## src/rtl/uart_echo_seq.sv

```systemverilog
// Frame echo sequencer: reads bytes from a UART I/O stage until TERM or DEPTH
// bytes have arrived, writes them back in order, then writes their XOR checksum.
// Latency: one cycle per FSM step; outputs are registered.
// Backpressure: every request is a four-phase handshake on uart_done, so the UART stage paces the block.
// Ports:
//   clk, rst              clock; asynchronous active-high reset
//   start                 one-cycle frame request, honoured only in IDLE
//   uart_oen / uart_wen   active-low read / write requests to the UART stage
//   uart_tx_data          byte presented for a write
//   uart_rx_data          byte returned by a read
//   uart_done             UART stage completion flag (raise, then release)
//   busy, frame_done      sequence active; one-cycle completion pulse
//   frame_len, checksum   byte count and XOR of the last completed frame
module uart_echo_seq #(
  parameter int         DEPTH = 8,
  parameter logic [7:0] TERM  = 8'h0A
) (
  input  logic       clk,
  input  logic       rst,
  input  logic       start,
  output logic       uart_oen,
  output logic       uart_wen,
  output logic [7:0] uart_tx_data,
  input  logic [7:0] uart_rx_data,
  input  logic       uart_done,
  output logic       busy,
  output logic       frame_done,
  output logic [4:0] frame_len,
  output logic [7:0] checksum
);

  localparam int AW = (DEPTH > 1) ? $clog2(DEPTH) : 1;

  typedef enum logic [2:0] {
    IDLE, RD_REQ, RD_REL, WR_REQ, WR_REL, CK_REQ, CK_REL
  } state_t;

  state_t      state_q, state_d;
  logic        oen_q, oen_d;
  logic        wen_q, wen_d;
  logic [7:0]  tx_q, tx_d;
  logic        busy_q, busy_d;
  logic        fdone_q, fdone_d;
  logic [4:0]  flen_q, flen_d;
  logic [7:0]  cks_q, cks_d;
  // Running XOR of the frame in progress; cks_q only updates at frame end.
  logic [7:0]  acc_q, acc_d;
  logic [4:0]  cnt_q, cnt_d;
  logic [4:0]  idx_q, idx_d;
  // Most recently captured byte, used for the terminator test in RD_REL.
  logic [7:0]  last_q, last_d;

  logic [7:0]  mem_q [2**AW];
  logic        mem_we;
  logic [4:0]  idx_nx;

  assign idx_nx = idx_q + 5'd1;

  always_comb begin
    state_d = state_q;
    oen_d   = oen_q;
    wen_d   = wen_q;
    tx_d    = tx_q;
    fdone_d = 1'b0;
    flen_d  = flen_q;
    cks_d   = cks_q;
    acc_d   = acc_q;
    cnt_d   = cnt_q;
    idx_d   = idx_q;
    last_d  = last_q;
    mem_we  = 1'b0;

    case (state_q)
      IDLE: begin
        if (start) begin
          cnt_d   = '0;
          acc_d   = '0;
          oen_d   = 1'b0;
          state_d = RD_REQ;
        end
      end
      RD_REQ: begin
        if (uart_done) begin
          mem_we  = 1'b1;
          acc_d   = acc_q ^ uart_rx_data;
          last_d  = uart_rx_data;
          cnt_d   = cnt_q + 5'd1;
          oen_d   = 1'b1;
          state_d = RD_REL;
        end
      end
      RD_REL: begin
        // Only reissue after the stage has released uart_done.
        if (!uart_done) begin
          if (last_q == TERM || cnt_q == 5'(DEPTH)) begin
            idx_d   = '0;
            tx_d    = mem_q[{AW{1'b0}}];
            wen_d   = 1'b0;
            state_d = WR_REQ;
          end else begin
            oen_d   = 1'b0;
            state_d = RD_REQ;
          end
        end
      end
      WR_REQ: begin
        if (uart_done) begin
          wen_d   = 1'b1;
          state_d = WR_REL;
        end
      end
      WR_REL: begin
        if (!uart_done) begin
          if (idx_nx < cnt_q) begin
            idx_d   = idx_nx;
            tx_d    = mem_q[idx_nx[AW-1:0]];
            state_d = WR_REQ;
          end else begin
            tx_d    = acc_q;
            state_d = CK_REQ;
          end
          wen_d = 1'b0;
        end
      end
      CK_REQ: begin
        if (uart_done) begin
          wen_d   = 1'b1;
          state_d = CK_REL;
        end
      end
      CK_REL: begin
        if (!uart_done) begin
          fdone_d = 1'b1;
          flen_d  = cnt_q;
          cks_d   = acc_q;
          state_d = IDLE;
        end
      end
      default: state_d = IDLE;
    endcase

    busy_d = (state_d != IDLE);
  end

  always_ff @(posedge clk or posedge rst) begin
    if (rst) begin
      state_q <= IDLE;
      oen_q   <= 1'b1;
      wen_q   <= 1'b1;
      tx_q    <= '0;
      busy_q  <= 1'b0;
      fdone_q <= 1'b0;
      flen_q  <= '0;
      cks_q   <= '0;
      acc_q   <= '0;
      cnt_q   <= '0;
      idx_q   <= '0;
      last_q  <= '0;
    end else begin
      state_q <= state_d;
      oen_q   <= oen_d;
      wen_q   <= wen_d;
      tx_q    <= tx_d;
      busy_q  <= busy_d;
      fdone_q <= fdone_d;
      flen_q  <= flen_d;
      cks_q   <= cks_d;
      acc_q   <= acc_d;
      cnt_q   <= cnt_d;
      idx_q   <= idx_d;
      last_q  <= last_d;
    end
  end

  // Byte buffer has no reset; entries are always written before being read.
  always_ff @(posedge clk) begin
    if (mem_we) begin
      mem_q[cnt_q[AW-1:0]] <= uart_rx_data;
    end
  end

  assign uart_oen     = oen_q;
  assign uart_wen     = wen_q;
  assign uart_tx_data = tx_q;
  assign busy         = busy_q;
  assign frame_done   = fdone_q;
  assign frame_len    = flen_q;
  assign checksum     = cks_q;

endmodule

```

## config.mk

```make
export PLATFORM = sky130hd
export DESIGN_NAME = uart_echo_seq
export DESIGN_NICKNAME = d
export VERILOG_FILES = /design/src/rtl/uart_echo_seq.sv
export SDC_FILE = /design/constraint.sdc
export NUM_CORES = 1
export LEC_CHECK = 0
export BUFFER_PORTS_ARGS = -buffer_cell sky130_fd_sc_hd__buf_2
export CAP_MARGIN = 20
export CORE_ASPECT_RATIO = 0.5
export CORE_UTILIZATION = 64
export CTS_CLUSTER_DIAMETER = 120
export DETAILED_ROUTE_END_ITERATION = 7
export GPL_TIMING_DRIVEN = 0
export PLACE_DENSITY = 0.84
export RECOVER_POWER = 50
export SYNTH_ARGS = -nofsm -noshare
export SYNTH_HDL_FRONTEND = slang
export SYNTH_SLANG_ARGS = --single-unit
```

## constraint.sdc

```tcl
create_clock -name clk -period 7.8 [get_ports clk]
set_input_delay 1.56 -clock clk [delete_from_list [all_inputs] [get_ports clk]]
set_output_delay 1.56 -clock clk [all_outputs]
set_load 0.05 [all_outputs]
```

* Yosys cells after proc, flatten, opt, wreduce, memory -nomap -nowiden *
Memories as Yosys holds them, arrays and structs flattened.
Cells that the tools add are included.

storage, ports and cells
  memories = 1
  input bits = 12
  bits in writable memories = 64
  logic and storage cells = 90
  register bits after elaboration = 54

memory list
  memory  depth  bits a word  read ports  clocked after Yosys merged registers in  write ports  line  RTL
  mem_q   8      8            2           0                                        1            53    logic [7:0] mem_q [2**AW];

operators by class
  equality and inequality tests = 16
  add/sub/neg operators = 2
  bitwise logic cells = 2
  reductions and logical operators = 15
  multiplexer cells = 41
  magnitude comparators = 1

operators by type and width
  operator                                        number
  two-way mux 8 bit                               6
  case mux 8 bit (2 select lines)                 2
  two-way mux 5 bit                               6
  two-way mux 3 bit                               8
  case mux 3 bit (7 select lines)                 1
  case mux 5 bit (2 select lines)                 2
  AND reduction 5 bit                             3
  inequality test 2 bit (second input constant)   7
  two-way mux 1 bit                               13
  adder 5 x 1 -> 5 bit (second input constant)    2
  == test 3 bit (second input constant)           3
  nonzero test 3 bit                              3
  == test 8 x 4 -> 1 bit (second input constant)  1
  bitwise XOR 8 bit                               1
  == test 3 x 2 -> 1 bit (second input constant)  2
  case mux 1 bit (3 select lines)                 2
  == test 5 x 4 -> 1 bit (second input constant)  1
  less-than comparator 5 bit                      1
  AND reduction 2 bit                             2
  AND reduction 4 bit                             1
  nonzero test 2 bit                              2
  == test 3 x 1 -> 1 bit (second input constant)  1
  zero test 3 bit                                 1
  AND reduction 3 bit                             1
  5 further kinds                                 5

* Logic depth before layout (Yosys ltp) *
Gate-level depths: netlist of the first run.

  word-level depth = 6
  depth in mapped cells = 10

* Worst setup path after synthesis of the first run *
Ideal clock, no wire load.

  kind = input port to flip-flop
  start point = input uart_done
  end point = memory mem_q[1][0] (enable)
  path slack = 4854 ps
  arrival time = 2563 ps
  buffers on the path = 1
  stages = 3
  data required time = 7417 ps
  cell sequence = nand3_1 > clkbuf_1 > nor3_1

between the ends
  longest elaborated chain between the ends = 4

RTL lines
  item                                     line  RTL
  from (decl)                              25    input logic uart_done,
  two-way mux 1 bit                        83    if (uart_done) begin
  two-way mux 1 bit                        73    case (state_q)
  two-way mux 1 bit                        177   if (mem_we) begin
  two-way mux 1 bit (implied by the code)  178   mem_q[cnt_q[AW-1:0]] <= uart_rx_data;
  to (decl)                                53

No other way between the ends.

==> results.yml, run 1 <==
sta:
  hold_violations: 0
  clock.fmax_mhz: 299
  slew_headroom_pct: -12.2
  rsz0062_at_grt: "false"
  finClkSkew_ns: 0.00984
  finalSetupViolations: 0
  final-max-slew-violation-count: 33
  worst_pin_slew_ns: 1.68
  period_minus_slack_ns: 3.34
  setup_tns_ns: 0
  period_share_pct: 42.8
clock_network:
  cts_setup_buffers: 0
  htreeDepth: 4
  clk_latency_ns: 0.42
  cts_tree: "built"
  clkSlewWorstSetupHoldPaths_ns: 0.06
  root_buffer: "clkbuf_16"
  cts_buffers: 17
  hold_buffers: 0
  cts_resized: 0
  clk_path_buf_depth: 2
  numClockSinks: 118
power_and_ir_drop:
  static-leakage-power_nw: 2.45
  irDropWorstVdd_v: 0.000268
  power_density_nw_per_um2: 408
yosys:
  synthCells: 358
  yosys_warnings: 0
  ys.flop_type: "edfxtp_1"
  ys_seq_elements: 118
  async_flop_share_pct: 45.8
  synth_cell_type_count: 46
  avgSynthCellArea_um2: 14.2
  syn-cell-area_um2: 5100
  synth_edf_count: 64
  ys_seq_area_share_pct: 64.3
  synth_nets: 377
global_routing:
  grt_usage_pct: 31.6
  antenna_found_initial: 0
  grt_pass1_vias: 3295
  grt_max_degree: 33
  gr-total-overflow: 0
  grt_first_pass_wirelength_um: 18300
placement:
  io_buffers: 36
  routabilityCongestion: 0.854
  hpwl_um: 7520
status:
  failed_checks: "max-capacitance violations, max-slew violations"
  status: "finished, violations left"
setup_path:
  endpoint_kind: "asynchronous set/reset pin"
  setup.worst_path.start: "rst"
  reg2reg_to: "idx_q[0]$_DFFE_PP0P_"
  arrival_ns: 3.55
  critical_path_class: "input port to asynchronous set/reset pin"
  reg2reg_slack_ns: 4.58
  crit-reg2reg-launch: "idx_q[0]$_DFFE_PP0P_"
  crit_required_ns: 8.01
  reg2regPathDepth: 10
  path_max_fanout: 32
  cp-endpoint: "cnt_q[3]$_DFFE_PP0P_"
  worst_setup_path_start_kind: "input port"
floorplan:
  dieWidth_um: 128
  ios: 37
  rows: 22
  die-area_um2: 8350
  start_util_pct: 67.8
  die_h_um: 65.1
  core_area_um2: 7510
routing:
  num_vias: 3351
  drt_iter0_drc: 378
  postRouteAntennaNets: 0
  drt_wl_total_um: 11500
  drc: 0
  drt_first_pass_iters: 5
  routed_via_density: 6.23
  wl_per_cell_um: 21.3
final_layout:
  diodes: 0
  drive_gt1_share_pct: 23.3
  num-fill-cells: 423
  layout.nets: 436
  areaGrowthSynthToFinish_pct: 18.6
  post-route-util_pct: 80.4
min_path:
  hold_class: "flip-flop to flip-flop"
run:
  maxCapViolCount: 1
[worst min path at each step]
| stage | start | to | slack, ns | cells past startpoint |
|---|---|---|---|---|
| 6_report | last_q[5]$_DFFE_PP0P_ | last_q[5]$_DFFE_PP0P_ | 0.48 | 2 |
| 4_1_cts | last_q[5]$_DFFE_PP0P_ | last_q[5]$_DFFE_PP0P_ | 0.48 | 2 |
| 3_3_place_gp | last_q[1]$_DFFE_PP0P_ | last_q[1]$_DFFE_PP0P_ | 0.45 | 2 |
| 5_1_grt | last_q[4]$_DFFE_PP0P_ | last_q[4]$_DFFE_PP0P_ | 0.50 | 2 |
| 2_1_floorplan | last_q[1]$_DFFE_PP0P_ | last_q[1]$_DFFE_PP0P_ | 0.44 | 2 |
| 3_5_place_dp | last_q[5]$_DFFE_PP0P_ | last_q[5]$_DFFE_PP0P_ | 0.47 | 2 |
[final cells by class]
class	count	area, um2	area share (%)
buffer	21	118	1.95
clock buffer	18	429	7.10
clock inverter	14	183	3.02
inverter	8	30.0	0.497
multi-input combinational	211	1680	27.8
sequential	118	3280	54.2
tap	108	135	2.24
timing repair buffer	40	190	3.15
[power by group]
group          internal (mW)  switching (mW)  total (mW)
clock                  0.531           0.278       0.808
combinational          0.285           0.512       0.797
sequential             0.779          0.0830       0.862
total                   1.59           0.872        2.47
[registers in the layout, indices dropped and copies added (netlist names)]
register and cells:
acc_q 8, checksum 8, last_q 8, uart_tx_data 8, frame_done 1, busy 1
cnt_q 5, state_q 3, mem_q 64, frame_len 5, idx_q 5, uart_oen 1
uart_wen 1
[cell usage after synthesis, types with 2 or more instances]
library cell / number / share of area [%]
o211ai_1: 2 / 0.29
dfrtp_1: 52 / 26
nor3_1: 8 / 0.79
mux4_1: 14 / 7.2
clkbuf_1: 9 / 0.66
buf_6: 4 / 0.88
a22oi_1: 8 / 1.2
nor2_1: 27 / 2.0
a31oi_1: 9 / 1.1
xnor2_1: 4 / 0.69
ha_1: 7 / 1.7
a22o_1: 4 / 0.69
inv_1: 8 / 0.59
nand3_1: 15 / 1.5
mux4_2: 2 / 0.88
a21oi_1: 9 / 0.88
nor2b_1: 2 / 0.25
dfstp_2: 2 / 1.0
nor4bb_1: 2 / 0.39
o21ai_0: 7 / 0.69
buf_2: 8 / 0.79
xor2_1: 8 / 1.4
nand2_1: 39 / 2.9
mux2_2: 22 / 4.9
nor4_1: 2 / 0.25
edfxtp_1: 64 / 38
[cell families (layout without fill, tap and decap cells)]
group / Yosys count / after routing / share of synthesized area (%)
simple gates: 103 / 103 / 9.04
fa+ha+maj: 7 / 7 / 1.72
compound gates: 49 / 49 / 6.51
buf+inv: 29 / 101 / 2.92
flops: 118 / 118 / 64.3
mux: 39 / 39 / 13.2
xor+xnor: 13 / 13 / 2.38
[worst max-delay path: stages]
cell	delay, ns
buf_2	0.09
inv_1	0.60
clkbuf_1	1.28
[cells in the final DEF, fill, tap and decap left out, types with 3 or more instances in the layout]
| cell type | instances |
|---|---|
| nand2_1 | 39 |
| clkbuf_1 | 21 |
| a22o_1 | 4 |
| a21oi_1 | 9 |
| clkbuf_16 | 17 |
| mux4_1 | 14 |
| mux2_2 | 22 |
| o21ai_0 | 7 |
| buf_2 | 36 |
| xor2_1 | 8 |
| a22oi_1 | 8 |
| bufinv_16 | 4 |
| nor3_1 | 6 |
| a31oi_1 | 9 |
| nor2_1 | 27 |
| edfxtp_1 | 64 |
| xnor2_1 | 4 |
| buf_6 | 4 |
| ha_1 | 7 |
| dfrtp_1 | 52 |
| clkinv_1 | 3 |
| inv_1 | 8 |
| nand3_1 | 15 |
[metal layers]
layer / global-route usage (%) / part of all wire (%) / vias up / wire length (um)
met5: 0 / 0 / - / 0
met4: 11.3 / 1.7 / 0 / 199
met3: 11.5 / 11 / 25 / 1210
met2: 47.6 / 46 / 211 / 5280
met1: 43.1 / 42 / 1639 / 4800
li1: - / - / 1476 / -
[per-stage QoR]
| step | hold WS (ns) | cells | total power, mW | setup slack (ns) | area [um2] |
|---|---|---|---|---|---|
| detailed placement | 0.470 | 506 | 1.64 | 4.21 | 5470 |
| global route | 0.499 | 538 | 2.57 | 3.99 | 6040 |
| global placement | 0.451 | 502 | 1.61 | 3.94 | 5410 |
| CTS | 0.484 | 538 | 2.47 | 4.64 | 6080 |
| floorplan | 0.437 | 358 | 1.45 | 4.85 | 5100 |
| finish | 0.484 | 538 | 2.47 | 4.46 | 6040 |
Power figures use the tool's default switching activity.
==> inputs of run 2 (changes only) <==
--- a/config.mk
+++ b/config.mk
@@ -5,14 +5,15 @@
 export SDC_FILE = /design/constraint.sdc
 export NUM_CORES = 1
 export LEC_CHECK = 0
+export ABC_AREA = 1
 export BUFFER_PORTS_ARGS = -buffer_cell sky130_fd_sc_hd__buf_2
 export CAP_MARGIN = 20
 export CORE_ASPECT_RATIO = 0.5
-export CORE_UTILIZATION = 64
+export CORE_UTILIZATION = 60
 export CTS_CLUSTER_DIAMETER = 120
 export DETAILED_ROUTE_END_ITERATION = 7
 export GPL_TIMING_DRIVEN = 0
-export PLACE_DENSITY = 0.84
+export PLACE_DENSITY = 0.79
 export RECOVER_POWER = 50
 export SYNTH_ARGS = -nofsm -noshare
 export SYNTH_HDL_FRONTEND = slang
==> constraint.sdc (replaced) <==
create_clock -name clk -period 3.4 [get_ports clk]
set_input_delay 0.68 -clock clk [delete_from_list [all_inputs] [get_ports clk]]
set_output_delay 0.68 -clock clk [all_outputs]
set_load 0.05 [all_outputs]
==> results.yml, run 2 <==
yosys:
  synth_common_cells: "184 x nand2_1, 84 x nand3_1, 64 x edfxtp_1"
  synthAdderAreaFrac_pct: 1.68
  synthMuxAreaShare_pct: 0
  synth-simple-area-share_pct: 24.5
  ys_seq_elements: 118
  synth.area.top_cells: "edfxtp_1 37%, dfrtp_1 25%, nand2_1 13%"
  ys_seq_area_share_pct: 62.9
  yosysMostFrequentCell: "nand2_1"
  synthXorXnorAreaFrac_pct: 0.985
  synth_compound_area_share_pct: 5.38
  synth_edf_count: 64
  synth_top_area_share_pct: 36.9
  yosys_warnings: 0
  synthCells: 537
  ys.flop_type: "edfxtp_1"
  synth_cell_type_count: 29
  synth_nets: 556
  synth_top_cell_by_area: "edfxtp_1"
  synth_top_family_by_area: "simple AND/OR/NAND/NOR gates"
  avgSynthCellArea_um2: 9.70
  async_flop_share_pct: 45.8
  syn-cell-area_um2: 5210
routing:
  drt_iter0_drc: 521
  num_vias: 4127
  routed_via_density: 5.74
  drt_wl_total_um: 13000
  drt_first_pass_iters: 5
  drc: 0
  postRouteAntennaNets: 0
  wl_per_cell_um: 18.1
floorplan:
  dieWidth_um: 134
  rows: 23
  die_h_um: 67.9
  core_area_um2: 8200
  ios: 37
  die-area_um2: 9080
  start_util_pct: 63.5
global_routing:
  grt_max_degree: 35
  grt_first_pass_wirelength_um: 20500
  antenna_found_initial: 0
  grt_usage_pct: 31.3
  gr-total-overflow: 0
  grt_pass1_vias: 3880
sta:
  period_share_pct: 87.8
  rsz0062_at_grt: "false"
  hold_violations: 0
  period_minus_slack_ns: 2.98
  setup_tns_ns: 0
  fin_ws_ns: 0.416
  worst_pin_slew_ns: 1.86
  finClkSkew_ns: 0.0117
  final-max-slew-violation-count: 35
  clock.fmax_mhz: 335
  finalSetupViolations: 0
  slew_headroom_pct: -23.7
power_and_ir_drop:
  combPwrFrac_pct: 31.7
  static-leakage-power_nw: 2.68
  p_int_mw: 3.42
  power_density_nw_per_um2: 905
  irDropWorstVdd_v: 0.000693
  switching_power_mw: 2.11
  pwr-share-clk_pct: 32.4
  finalPower_mw: 5.53
  p_seq_share_pct: 35.8
  power_switching_share_pct: 38.1
status:
  status: "finished, violations left"
  failed_checks: "max-capacitance violations, max-slew violations"
placement:
  dpl_worst_slack_ns: 0.787
  io_buffers: 36
  hpwl_um: 8560
  routabilityCongestion: 0.880
setup_path:
  path_max_fanout: 10
  cpPeakStageDelay_ns: 0.61
  cp_slowest_cell: "nor3_1"
  setup.worst_path.start: "state_q[1]$_DFF_PP0_"
  worst_setup_path_start_kind: "flip-flop"
  critical_path_class: "flip-flop to flip-flop"
  arrival_ns: 3.11
  path_cells: "inv_1 > nand2_2 > nor2_1 > nand2_1 > inv_1 > clkbuf_1 > nand2_1 > nor3_1 > buf_2"
  crit-reg2reg-launch: "state_q[1]$_DFF_PP0_"
  endpoint_kind: "flip-flop"
  crit_required_ns: 3.52
final_layout:
  final_common_cell: "nand2_1"
  drive_gt1_share_pct: 13.2
  layout.nets: 613
  areaGrowthSynthToFinish_pct: 17.2
  largest_reg_flops: 64
  diodes: 0
  final_cell_mix: "184 x nand2_1, 84 x nand3_1, 64 x edfxtp_1, 52 x dfrtp_1, 37 x buf_2"
min_path:
  hold_class: "input port to asynchronous set/reset pin"
clock_network:
  hold_buffers: 0
  root_buffer: "clkbuf_16"
  numClockSinks: 118
  cts_setup_buffers: 0
  cts_tree: "built"
  clk_path_buf_depth: 2
  htreeDepth: 4
  clk_latency_ns: 0.42
  clkSlewWorstSetupHoldPaths_ns: 0.05
  cts_resized: 0
  cts_buffers: 17
run:
  maxCapViolCount: 1
==> run 2: logic make-up (layout without fill, tap and decap cells) <==
logic type	after synthesis	in the layout
XOR/XNOR	5	5
buffers and inverters	55	125
adder cells (fa/ha/maj)	7	7
AO/OA/AOI/OAI	52	52
AND/OR/NAND/NOR	300	300
flip-flops	118	118
==> run 2: cell type report <==
type | count | area (um2)
Timing Repair Buffer | 38 | 179
Sequential cell | 118 | 3280
Clock buffer | 23 | 458
Clock inverter | 9 | 128
Multi-Input combinational cell | 364 | 1690
Fill cell | 569 | 2090
Buffer | 17 | 92.6
Inverter | 38 | 143
Tap cell | 112 | 140
==> run 2: metrics by stage <==
stage | utilization [%] | hold WS, ns | area [um2] | std cells
after floorplan | - | 0.453 | 5210 | 537
after global placement | 67.4 | 0.454 | 5530 | 685
after detailed placement | 67.7 | 0.460 | 5560 | 687
after CTS | 74.9 | 0.283 | 6140 | 719
after global routing | 74.5 | 0.482 | 6110 | 719
final | 74.5 | 0.400 | 6110 | 719
==> run 2: power by group through the flow <==
stage	clock network, mW	registers (mW)	logic, mW
after floorplan	0	2.37	0.883
after global placement	0	1.99	1.67
final	1.79	1.98	1.75
after detailed placement	0	2.00	1.72
after global routing	1.85	2.01	1.91
after CTS	1.79	1.98	1.75
==> run 2: critical path: cells and delay by family, from the launching register on <==
family | cells | cell delay [ns]
buffers and inverters | 4 | 1.06
AND/OR/NAND/NOR | 5 | 1.25
flip-flops | 1 | 0.38
==> run 2: final timing paths <==
| path | end | slack, ns | cells after the start |
|---|---|---|---|
| worst min register to register | uart_wen$_DFFE_PP1P_ | 0.46 | 2 |
| worst max register to register | mem_q[6][6]$_DFFE_PP_ | 0.42 | 9 |
| worst min-delay path | checksum[1]$_DFFE_PP0P_ | 0.40 | 2 |
| max in group asynchronous | uart_tx_data[2]$_DFFE_PP0P_ | 0.81 | 3 |
| worst max-delay path | mem_q[6][6]$_DFFE_PP_ | 0.42 | 9 |
| min in group clk | uart_wen$_DFFE_PP1P_ | 0.46 | 2 |
==> run 2: routing by layer <==
layer	routed length, um	share of wire (%)	GRT usage, %
met4	221	1.7	12.1
met5	0	0	0
met1	5830	45	44.5
met2	5700	44	46.8
met3	1270	9.7	8.22
==> inputs of run 3 (changes only) <==
--- a/config.mk
+++ b/config.mk
@@ -14,7 +14,6 @@
 export DETAILED_ROUTE_END_ITERATION = 7
 export GPL_TIMING_DRIVEN = 0
 export PLACE_DENSITY = 0.79
-export RECOVER_POWER = 50
 export SYNTH_ARGS = -nofsm -noshare
 export SYNTH_HDL_FRONTEND = slang
 export SYNTH_SLANG_ARGS = --single-unit
==> constraint.sdc (replaced) <==
create_clock -name clk -period 3.4 [get_ports clk]
set_input_delay 0.85 -clock clk [delete_from_list [all_inputs] [get_ports clk]]
set_output_delay 0.85 -clock clk [all_outputs]
set_load 0.05 [all_outputs]
==> results.yml, run 3 (synthesis gave the netlist of run 2 again) <==
sta:
  setup_tns_ns: 0
  finClkSkew_ns: 0.00964
  period_share_pct: 79.0
  clock.fmax_mhz: 372
  slew_headroom_pct: 42.2
  finalSetupViolations: 0
  timing.hold.ws_ns: 0.441
  worst_pin_slew_ns: 0.864
  period_minus_slack_ns: 2.69
  hold_violations: 0
  final-max-slew-violation-count: 0
  rsz0062_at_grt: "false"
final_layout:
  areaGrowthSynthToFinish_pct: 17.9
  final_common_cell: "nand2_1"
  diodes: 0
  final_cells: 719
  final_cell_mix: "184 x nand2_1, 84 x nand3_1, 64 x edfxtp_1, 52 x dfrtp_1, 45 x buf_2"
  drive_gt1_share_pct: 15.5
  largest_reg_flops: 64
  post-route-util_pct: 74.9
  layout.nets: 613
setup_path:
  crit-reg2reg-launch: "idx_q[0]$_DFFE_PP0P_"
  worst_setup_path_start_kind: "flip-flop"
  reg2reg_to: "uart_tx_data[5]$_DFFE_PP0P_"
  arrival_ns: 3.03
  critical_path_class: "flip-flop to flip-flop"
  path_max_fanout: 10
  reg2regPathDepth: 13
  crit_required_ns: 3.75
  setup.worst_path.start: "idx_q[0]$_DFFE_PP0P_"
  endpoint_kind: "flip-flop"
  reg2reg_slack_ns: 0.71
  cp-endpoint: "uart_tx_data[5]$_DFFE_PP0P_"
floorplan:
  start_util_pct: 63.5
  rows: 23
  ios: 37
  dieWidth_um: 134
  die-area_um2: 9080
  die_h_um: 67.9
  core_area_um2: 8200
power_and_ir_drop:
  static-leakage-power_nw: 2.71
  p_int_mw: 3.43
  pwr-share-clk_pct: 32.4
  power_density_nw_per_um2: 903
  p_seq_share_pct: 35.8
  switching_power_mw: 2.11
  irDropWorstVdd_v: 0.000690
  power_switching_share_pct: 38.1
  combPwrFrac_pct: 31.8
placement:
  dp.cells: 687
  routabilityCongestion: 0.880
  hpwl_um: 8560
  io_buffers: 36
routing:
  drt_first_pass_iters: 6
  num_vias: 4145
  postRouteAntennaNets: 0
  routed_via_density: 5.76
  wl_per_cell_um: 18.0
  drc: 0
  drt_iter0_drc: 542
  drt_wl_total_um: 13000
clock_network:
  numClockSinks: 118
  cts_setup_buffers: 0
  clkSlewWorstSetupHoldPaths_ns: 0.05
  htreeDepth: 4
  hold_buffers: 0
  root_buffer: "clkbuf_16"
  cts_buffers: 17
  cts_resized: 0
  clk_path_buf_depth: 2
  cts_tree: "built"
  clk_latency_ns: 0.42
global_routing:
  gr-total-overflow: 0
  antenna_found_initial: 0
  grt_usage_pct: 31.3
  grt_pass1_vias: 3880
  grt_max_degree: 35
  grt_first_pass_wirelength_um: 20500
run:
  maxCapViolCount: 0
status:
  status: "complete, no violations"
min_path:
  hold_class: "input port to asynchronous set/reset pin"
## run 3: power by group through the flow
stage	registers, mW	logic, mW	clock network [mW]
2_1_floorplan	2.37	0.883	0
3_3_place_gp	1.99	1.67	0
3_5_place_dp	2.00	1.72	0
4_1_cts	1.98	1.75	1.79
5_1_grt	2.01	1.93	1.85
6_report	1.99	1.76	1.79
## run 3: metrics by stage
step / setup WS, ns / instance area, um2 / total power, mW
finish: 0.715 / 6140 / 5.54
global route: 0.506 / 6140 / 5.79
CTS: 0.726 / 6140 / 5.51
detailed placement: 0.684 / 5560 / 3.71
global placement: 0.530 / 5530 / 3.66
floorplan: 1.16 / 5210 / 3.26
## run 3: layout make-up
| cell class | count | area [um2] |
|---|---|---|
| repair buffers | 38 | 205 |
| clock buffers | 23 | 458 |
| fillers | 562 | 2060 |
| inverters | 38 | 143 |
| well taps | 112 | 140 |
| multi-input cells | 364 | 1700 |
| flip-flops and latches | 118 | 3280 |
| plain buffers | 17 | 96.3 |
| clock inverters | 9 | 128 |
## run 3: worst max-delay path, stage by stage, from the launching register on
cell	delay [ns]
dfrtp_1	0.39
ha_1	0.26
xor2_2	0.46
ha_1	0.35
nand2_1	0.06
nand2_1	0.05
nand2_1	0.09
nand3_2	0.19
nor2_1	0.25
buf_4	0.23
nand2_1	0.09
nand3_1	0.08
nand2_1	0.05
nand2_1	0.06
## run 3: how the worst min path moves through the flow
stage / start / to / slack (ns)
finish: rst / checksum[1]$_DFFE_PP0P_ / 0.44
global route: rst / checksum[1]$_DFFE_PP0P_ / 0.48
CTS: rst / checksum[1]$_DFFE_PP0P_ / 0.45
detailed placement: uart_oen$_DFFE_PP1P_ / uart_oen$_DFFE_PP1P_ / 0.46
global placement: uart_wen$_DFFE_PP1P_ / uart_wen$_DFFE_PP1P_ / 0.45
floorplan: last_q[1]$_DFFE_PP0P_ / last_q[1]$_DFFE_PP0P_ / 0.45
## run 3: metal layers
metal | routed length [um] | GRT usage [%] | share of wire [%]
met5 | 0 | 0 | 0
met4 | 220 | 12.1 | 1.7
met1 | 5860 | 44.5 | 45
met3 | 1260 | 8.22 | 9.7
met2 | 5620 | 46.8 | 43
